### src/rtl/mul_partial_resolve.sv
// mul_partial_resolve
// Final stage of the partial-product reduction path. Three 156-bit partial
// sums are compressed 3:2 into a carry-save pair on accept. The pair is then
// resolved by a narrow CHUNK-bit adder over NCH cycles, so no full-width
// carry chain is needed. The product is presented as two RADIX-bit digits
// behind a valid/ready handshake.
module mul_partial_resolve #(
    parameter int RADIX = 78,
    parameter int CHUNK = 26
) (
    input  logic               clk,
    input  logic               rst_n,
    input  logic               in_valid,
    output logic               in_ready,
    input  logic [2*RADIX-1:0] res_0,
    input  logic [2*RADIX-1:0] res_1,
    input  logic [2*RADIX-1:0] res_2,
    output logic               out_valid,
    input  logic               out_ready,
    output logic [RADIX-1:0]   digit_lo,
    output logic [RADIX-1:0]   digit_hi,
    output logic               ovf
);

    // Datapath width, number of resolve steps and chunk-index width.
    // 2*RADIX must be a whole multiple of CHUNK.
    localparam int W   = 2 * RADIX;
    localparam int NCH = W / CHUNK;
    localparam int KW  = (NCH > 1) ? $clog2(NCH) : 1;

    localparam logic [KW-1:0] K_LAST = KW'(NCH - 1);

    localparam logic [1:0] ST_IDLE = 2'd0;
    localparam logic [1:0] ST_ADD  = 2'd1;
    localparam logic [1:0] ST_DONE = 2'd2;

    // Control state
    logic [1:0]    r_state;
    logic [KW-1:0] r_k;
    logic          r_in_ready;
    logic          r_out_valid;

    // Carry-save pair, running result and carries
    logic [W-1:0]  r_s;
    logic [W-1:0]  r_c;
    logic [W-1:0]  r_res;
    logic          r_cy;
    logic          r_ovf;

    // Output holding registers; only updated when a result completes
    logic [RADIX-1:0] r_dlo;
    logic [RADIX-1:0] r_dhi;
    logic             r_ovf_o;

    // Combinational helpers
    logic             w_accept;
    logic             w_last;
    logic             w_release;
    logic [W-1:0]     w_maj;
    logic [CHUNK-1:0] w_s_chunk;
    logic [CHUNK-1:0] w_c_chunk;
    logic [CHUNK:0]   w_sum;
    logic [W-1:0]     w_res_next;

    // Handshake qualifiers. Accept needs the registered in_ready so that
    // nothing is taken in the first cycle after reset release.
    assign w_accept  = (r_state == ST_IDLE) && in_valid && r_in_ready;
    assign w_last    = (r_state == ST_ADD) && (r_k == K_LAST);
    assign w_release = (r_state == ST_DONE) && out_ready;

    // 3:2 compressor carry term (before the left shift)
    assign w_maj = (res_0 & res_1) | (res_0 & res_2) | (res_1 & res_2);

    // Select the sum and carry chunks addressed by the current index k
    always_comb begin
        w_s_chunk = '0;
        w_c_chunk = '0;
        for (int j = 0; j < NCH; j++) begin
            if (int'(r_k) == j) begin
                w_s_chunk = r_s[j*CHUNK +: CHUNK];
                w_c_chunk = r_c[j*CHUNK +: CHUNK];
            end
        end
    end

    // One chunk of the carry-propagate add; the top bit is the chunk carry-out
    assign w_sum = {1'b0, w_s_chunk} + {1'b0, w_c_chunk} + {{CHUNK{1'b0}}, r_cy};

    // Running result with the current chunk merged in
    always_comb begin
        w_res_next = r_res;
        for (int j = 0; j < NCH; j++) begin
            if (int'(r_k) == j) begin
                w_res_next[j*CHUNK +: CHUNK] = w_sum[CHUNK-1:0];
            end
        end
    end

    // Controller: state, chunk index and both handshake flags
    always_ff @(posedge clk or negedge rst_n) begin
        if (!rst_n) begin
            r_state     <= ST_IDLE;
            r_k         <= '0;
            r_in_ready  <= 1'b0;
            r_out_valid <= 1'b0;
        end else begin
            case (r_state)
                ST_IDLE: begin
                    if (w_accept) begin
                        r_state    <= ST_ADD;
                        r_k        <= '0;
                        r_in_ready <= 1'b0;
                    end else begin
                        r_in_ready <= 1'b1;
                    end
                end
                ST_ADD: begin
                    if (w_last) begin
                        r_state     <= ST_DONE;
                        r_k         <= '0;
                        r_out_valid <= 1'b1;
                    end else begin
                        r_k <= r_k + 1'b1;
                    end
                end
                ST_DONE: begin
                    if (w_release) begin
                        r_state     <= ST_IDLE;
                        r_out_valid <= 1'b0;
                        r_in_ready  <= 1'b1;
                    end
                end
                default: begin
                    r_state     <= ST_IDLE;
                    r_k         <= '0;
                    r_in_ready  <= 1'b0;
                    r_out_valid <= 1'b0;
                end
            endcase
        end
    end

    // Capture the carry-save pair on accept; the bit shifted out of the
    // carry vector is already a lost carry and seeds the overflow flag
    always_ff @(posedge clk or negedge rst_n) begin
        if (!rst_n) begin
            r_s <= '0;
            r_c <= '0;
        end else if (w_accept) begin
            r_s <= res_0 ^ res_1 ^ res_2;
            r_c <= {w_maj[W-2:0], 1'b0};
        end
    end

    // Chunked carry resolve: one CHUNK-bit add per cycle while in ADD
    always_ff @(posedge clk or negedge rst_n) begin
        if (!rst_n) begin
            r_res <= '0;
            r_cy  <= 1'b0;
            r_ovf <= 1'b0;
        end else if (w_accept) begin
            r_cy  <= 1'b0;
            r_ovf <= w_maj[W-1];
        end else if (r_state == ST_ADD) begin
            r_res <= w_res_next;
            r_cy  <= w_sum[CHUNK];
            if (w_last) begin
                r_ovf <= r_ovf | w_sum[CHUNK];
            end
        end
    end

    // Output registers load only when the last chunk completes, so they
    // hold the previous product through IDLE and ADD
    always_ff @(posedge clk or negedge rst_n) begin
        if (!rst_n) begin
            r_dlo   <= '0;
            r_dhi   <= '0;
            r_ovf_o <= 1'b0;
        end else if (w_last) begin
            r_dlo   <= w_res_next[RADIX-1:0];
            r_dhi   <= w_res_next[W-1:RADIX];
            r_ovf_o <= r_ovf | w_sum[CHUNK];
        end
    end

    assign in_ready  = r_in_ready;
    assign out_valid = r_out_valid;
    assign digit_lo  = r_dlo;
    assign digit_hi  = r_dhi;
    assign ovf       = r_ovf_o;

endmodule

### config.mk
export PLATFORM = sky130hd
export DESIGN_NAME = mul_partial_resolve
export DESIGN_NICKNAME = d
export VERILOG_FILES = /design/src/rtl/mul_partial_resolve.sv
export SDC_FILE = /design/constraint.sdc
export NUM_CORES = 2
export LEC_CHECK = 0
export ABC_CLOCK_PERIOD_IN_PS = 4410
export CORE_MARGIN = 10
export CORE_UTILIZATION = 53
export CTS_BUF_LIST = sky130_fd_sc_hd__clkbuf_2
export CTS_CLUSTER_SIZE = 40
export DETAILED_ROUTE_END_ITERATION = 10
export GPL_TIMING_DRIVEN = 0
export PLACE_DENSITY = 0.81
export SLEW_MARGIN = 15
export SYNTH_ARGS = -nofsm -noshare
export SYNTH_HDL_FRONTEND = slang
export SYNTH_SLANG_ARGS = --single-unit
export TNS_END_PERCENT = 100
### constraint.sdc
create_clock -name clk -period 4.41 [get_ports clk]
set_input_delay 1.1025 -clock clk [delete_from_list [all_inputs] [get_ports clk]]
set_output_delay 1.1025 -clock clk [all_outputs]
set_load 0.1 [all_outputs]
After elaboration in Yosys (flattened, before gate mapping)
Index checks and enable logic that the tools add are counted.
Storage, ports and cells
  flip-flop bits (word level): 633
  bits of input ports: 472
  output and inout port bits: 159
  logic and storage cells: 88
Cells by class
  add/sub/neg operators: 3
  equality and inequality tests: 11
  multiplexer cells: 36
  bitwise logic cells: 12
  reduce and logical (&&, ||, !) cells: 14
Operators with widths (count)
  $and A156 B156 Y156: 3
  $mux W26: 18
  $or A156 B156 Y156: 2
  $xor A156 B156 Y156: 2
  $add A26 B26 Y27: 1
  $add A27 B1 Y27: 1
  $eq A3 B3 Y1 const B: 5
  $mux W1: 9
  $pmux W3 S3: 1
  $reduce_and A2 Y1: 4
  $mux W2: 3
  $mux W3: 2
  $ne A2 B2 Y1 const B: 3
  $pmux W1 S3: 2
  $pmux W2 S3: 1
  $reduce_and A3 Y1: 2
  $logic_and A1 B1 Y1: 4
  $not A1 Y1: 4
  $reduce_bool A2 Y1: 2
  $add A3 B1 Y3 const B: 1
  $eq A3 B2 Y1 const B: 1
  $logic_not A3 Y1: 1
  $eq A2 B1 Y1 const B: 1
  $eq A2 B2 Y1 const B: 1
  2 further kinds: 2

Longest topological paths before layout
  depth after elaboration: 13
  gate-level depth with buffers: 20
  gate-level depth less buffers: 18

Least setup slack after synthesis
Ideal clock, no wire load.
  path kind: register -> register
  start point: register r_k[0]
  end point: register r_dhi[22], in the netlist digit_hi[22]
  setup time: 120 ps
  data arrival time: 3882 ps
  data required time: 4290 ps
  slack: 408 ps
  stages on the path, launching flop included: 20
  path buffers: 2
  path through: dfrtp_1 > ha_1 > nor2b_1 > clkbuf_1 > clkbuf_1 > a221oi_1 > nor3_1 > a21oi_1 > a21oi_1 > a21oi_1 > fa_1 > inv_1 > fa_1 > a211oi_1 > o21ai_0 > a311oi_1 > a21oi_1 > xnor2_1 > o21ai_0 > o21a_1
On the way
  word-level cells in the longest chain between the ends: 10
  elaborated cells between the ends (all ways): 23
  classes of those cells: add/sub (2); eq/ne (6); mux (13); reduce/logical (2)
RTL lines
  from (decl): line 39  | logic [KW-1:0] r_k;
  from (signal assigned): line 123  | r_k <= r_k + 1'b1;
  $logic_not A3 Y1: line 79  | if (int'(r_k) == j) begin
  $mux W26 (6 in a row): line 79
  $add A26 B26 Y27: line 87  | assign w_sum = {1'b0, w_s_chunk} + {1'b0, w_c_chunk} + {{CHUNK{1'b0}}, r_cy};
  $add A27 B1 Y27: line 87
  $mux W26: line 93  | if (int'(r_k) == j) begin
  to (signal assigned): line 182  | r_dhi <= w_res_next[W-1:RADIX];
  to (decl): line 52  | logic [RADIX-1:0] r_dhi;
Parallel ways exist; a longest one is shown, timed or not.
A chain may end at the register's enable or synchronous reset.

Worst setup path in the final report
  start point: register r_k[1]
  end point: register r_res[103]
On the way
  word-level cells in the longest chain between the ends: 10
  elaborated cells between the ends (all ways): 21
  classes of those cells: add/sub (2); eq/ne (5); mux (13); reduce/logical (1)
RTL lines
  $logic_not A3 Y1: line 79
  $mux W26 (6 in a row): line 79
  $add A26 B26 Y27: line 87
  $add A27 B1 Y27: line 87
  $mux W26 *: line 93
  to (signal assigned): line 165  | r_res <= w_res_next;
  to (decl): line 46  | logic [W-1:0] r_res;
Every way passes the cells marked *; elsewhere a longest branch is shown, timed or not.

==> run metrics <==
status complete, no violations; Mapped Nets around 3200; Slew Limit Fails 0; syn avg cell area 11.40 um^2; Seq/Total Area, Yosys 51.46%; Area after DPL 0.03693 mm^2; Avg WL per Cell roughly 26 um; leading cell type in the layout, fill and taps excluded clkdlybuf4s50_1; number of synthesized flops with an enable pin 0; largest net degree at the start of global routing 111; layout cells sized above 1 between 20 and 25%; Least-Margin Pin Slew 1.184 ns; crit path cell chain inv_2 -> ha_4 -> nor2b_1 -> buf_6 -> clkbuf_4 -> a221oi_1 -> o311ai_2 -> o21ai_0 -> o21ai_1 -> ha_2 -> and2_1 -> o2111ai_1 -> a21oi_4 -> a41oi_4 -> xor2_4 -> buf_12 -> o21ai_1; TritonCTS clock tree yes; RSZ-0062 raised after global routing yes; reg2reg path depth 17; Post-Route Setup TNS 0 ns; Post-DRT Antenna Nets 0; largest buffer count on any clock path 3; endpoints failing hold 0; Yosys reg bits slightly above 600; gpl congestion slightly above 0.9; Clk Latency, worst-skew pair 1.40 ns; filler cell count in the final layout 3978; Post-synth ARST share between 90% and 100%; chip height around 260 um; most frequent cells in the layout 628 x clkdlybuf4s50_1, 606 x dfrtp_1, 546 x nand2_1; worst relative slew slack 20.82%; synthesized area 0.02952 mm^2; worst clock skew 0.09923 ns; Detailed Routing Iterations Pass 1 8; HP Class input port to async pin; Setup CP Type register to register; Crit Path Max Fanout 10; crit path launch type register; CTS clk-pin slew, worst paths 0.13 ns; Critical Path AT 5.61 ns; die extent in x 256.0 um; CP dominant cell by count o21ai_1; final wirelength 112400 um; clk root buf clkbuf_2; YS warnings 0; vias in the first global route roughly 27000; starting density of the core 53.58%; drt drc 0; Crit-path slowest cell a221oi_1; Total Routing Usage GR 33.68%; Row Count 86; min Tclk post-route 4.379 ns; max incr delay on CP roughly 0.57 ns; fin area 0.03962 mm^2; vias per cell 5.861; ys flop type dfrtp_1; antenna violations before repair 29; die area 0.06553 mm^2; Core ar. around 0.055 mm^2; P&R area growth vs syn 34.22%; 1st-iter DRT viols 2452; Synth Instances 2589; Setup crit end kind register; Max-cap violations 0; count of cell types in the netlist 59; first-pass GRT wire length 165300 um; Setup violations, final 0; Req. time, crit path 5.64 ns; deepest level of the CTS H-tree 4; grt ovf 0; total CTS buffers between 150 and 200; fin nets 4072; crit share post-route 99.29%; I/O pin cnt ~630; I/O Buffers 630; vias 25080; Max Fclk 228.4 MHz; DP HPWL approximately 90000 um; Sink Count approximately 610; post-layout util 71.92%
-- Yosys cell counts, types with 7 or more instances --
master      n  area, um^2
a21oi_1    77       385.4
buf_1      11       41.29
ha_1       30       375.4
buf_2      38       190.2
a221oi_1   51       446.7
xnor2_1    13       113.9
o311ai_0   50       437.9
and3_1     23       143.9
mux2_2    316        3558
o21ai_0   315        1577
fa_1      158        3163
inv_1      13       48.80
nor2_1     88       330.3
o21ai_1     8       40.04
o21a_1     16       120.1
nand2_1   546        2049
clkbuf_1  123       461.7
dfrtp_1   607       15190
xor2_1      7       61.31
o211ai_1    9       67.56
-- area by class of cell --
cell class | instances | area, um^2 | area share, %
clock buffer | 217 | 1086 | 2.741
clock inverter | 38 | 196.4 | 0.4958
timing repair buffer | 672 | 6844 | 17.27
sequential | 607 | 15190 | 38.34
antenna | 18 | 45.04 | 0.1137
tap | 748 | 935.9 | 2.362
multi-input combinational | 1795 | 14450 | 36.47
buffer | 170 | 822.0 | 2.075
inverter | 13 | 51.30 | 0.1295
-- worst max-delay path, delay by kind of cell (launching register included) --
family	cells	cell delay (ns)
xor gates and xnor gates	1	0.23
AOI/OAI and AO/OA	8	1.91
buffers and inverters	4	0.59
DFF	1	0.41
adders and majority gates	2	0.68
and+or+nand+nor	2	0.44
-- cell families after synthesis --
logic type,after synthesis,share of synthesized area [%]
buffers and inverters,187,2.547
adders and majority gates,188,11.99
AOI/OAI and AO/OA,569,11.78
DFF,607,51.46
and+or+nand+nor,696,9.338
xor gates and xnor gates,22,0.7037
muxes,320,12.19
-- sequential cells by signal, indices dropped and copies added (netlist names) --
name / flops
digit_hi: 78
ovf: 1
out_valid: 1
digit_lo: 78
r_ovf: 1
r_k: 3
r_cy: 1
in_ready: 1
r_state: 2
r_res: 130
r_s: 156
r_c: 155
-- per-stage QoR --
stage                     hold WS [ns]  instances  setup slack (ns)
final                           0.3447       4278           0.03150
after global routing            0.3799       4276           -0.1469
after CTS                       0.2696       4253          -0.01197
after detailed placement        0.4518       3972            -1.797
after global placement          0.4457       3967            -23.26
after floorplan                 0.4331       2589            0.4080
-- repair_timing --
item / 4_1_cts / 5_1_grt
resized for setup: 178 / 155
hold buffers: 1 / 0
pin swaps: 22 / 28
setup endpoints to repair: 202 / 179
buffers inserted: 28 / 9
endpoints found under the hold margin: 87 / 0
-- per-layer routing --
layer	vias up	routed length (um)	GRT usage, %	share of wire (%)
met1	12610	39740	37.44	35
met4	18	5937	18.75	5.3
met2	1405	56700	57.43	50
li1	10710	-	-	-
met5	-	128	0.8996	0.11
met3	332	9926	9.639	8.8
-- final timing paths --
kind,slack (ns),endpoint,start
max,0.03,r_res[103],r_k[1]
min reg2reg,0.46,digit_lo[6],r_res[6]
max reg2reg,0.03,r_res[103],r_k[1]
min in group clk,0.46,digit_lo[6],r_res[6]
min,0.34,digit_lo[68],rst_n
max in group asynchronous,2.54,r_c[80],rst_n
Power is left out: the tool's default activity adds up to more than one toggle a clock period on the data nets, which glitch-free logic cannot reach.
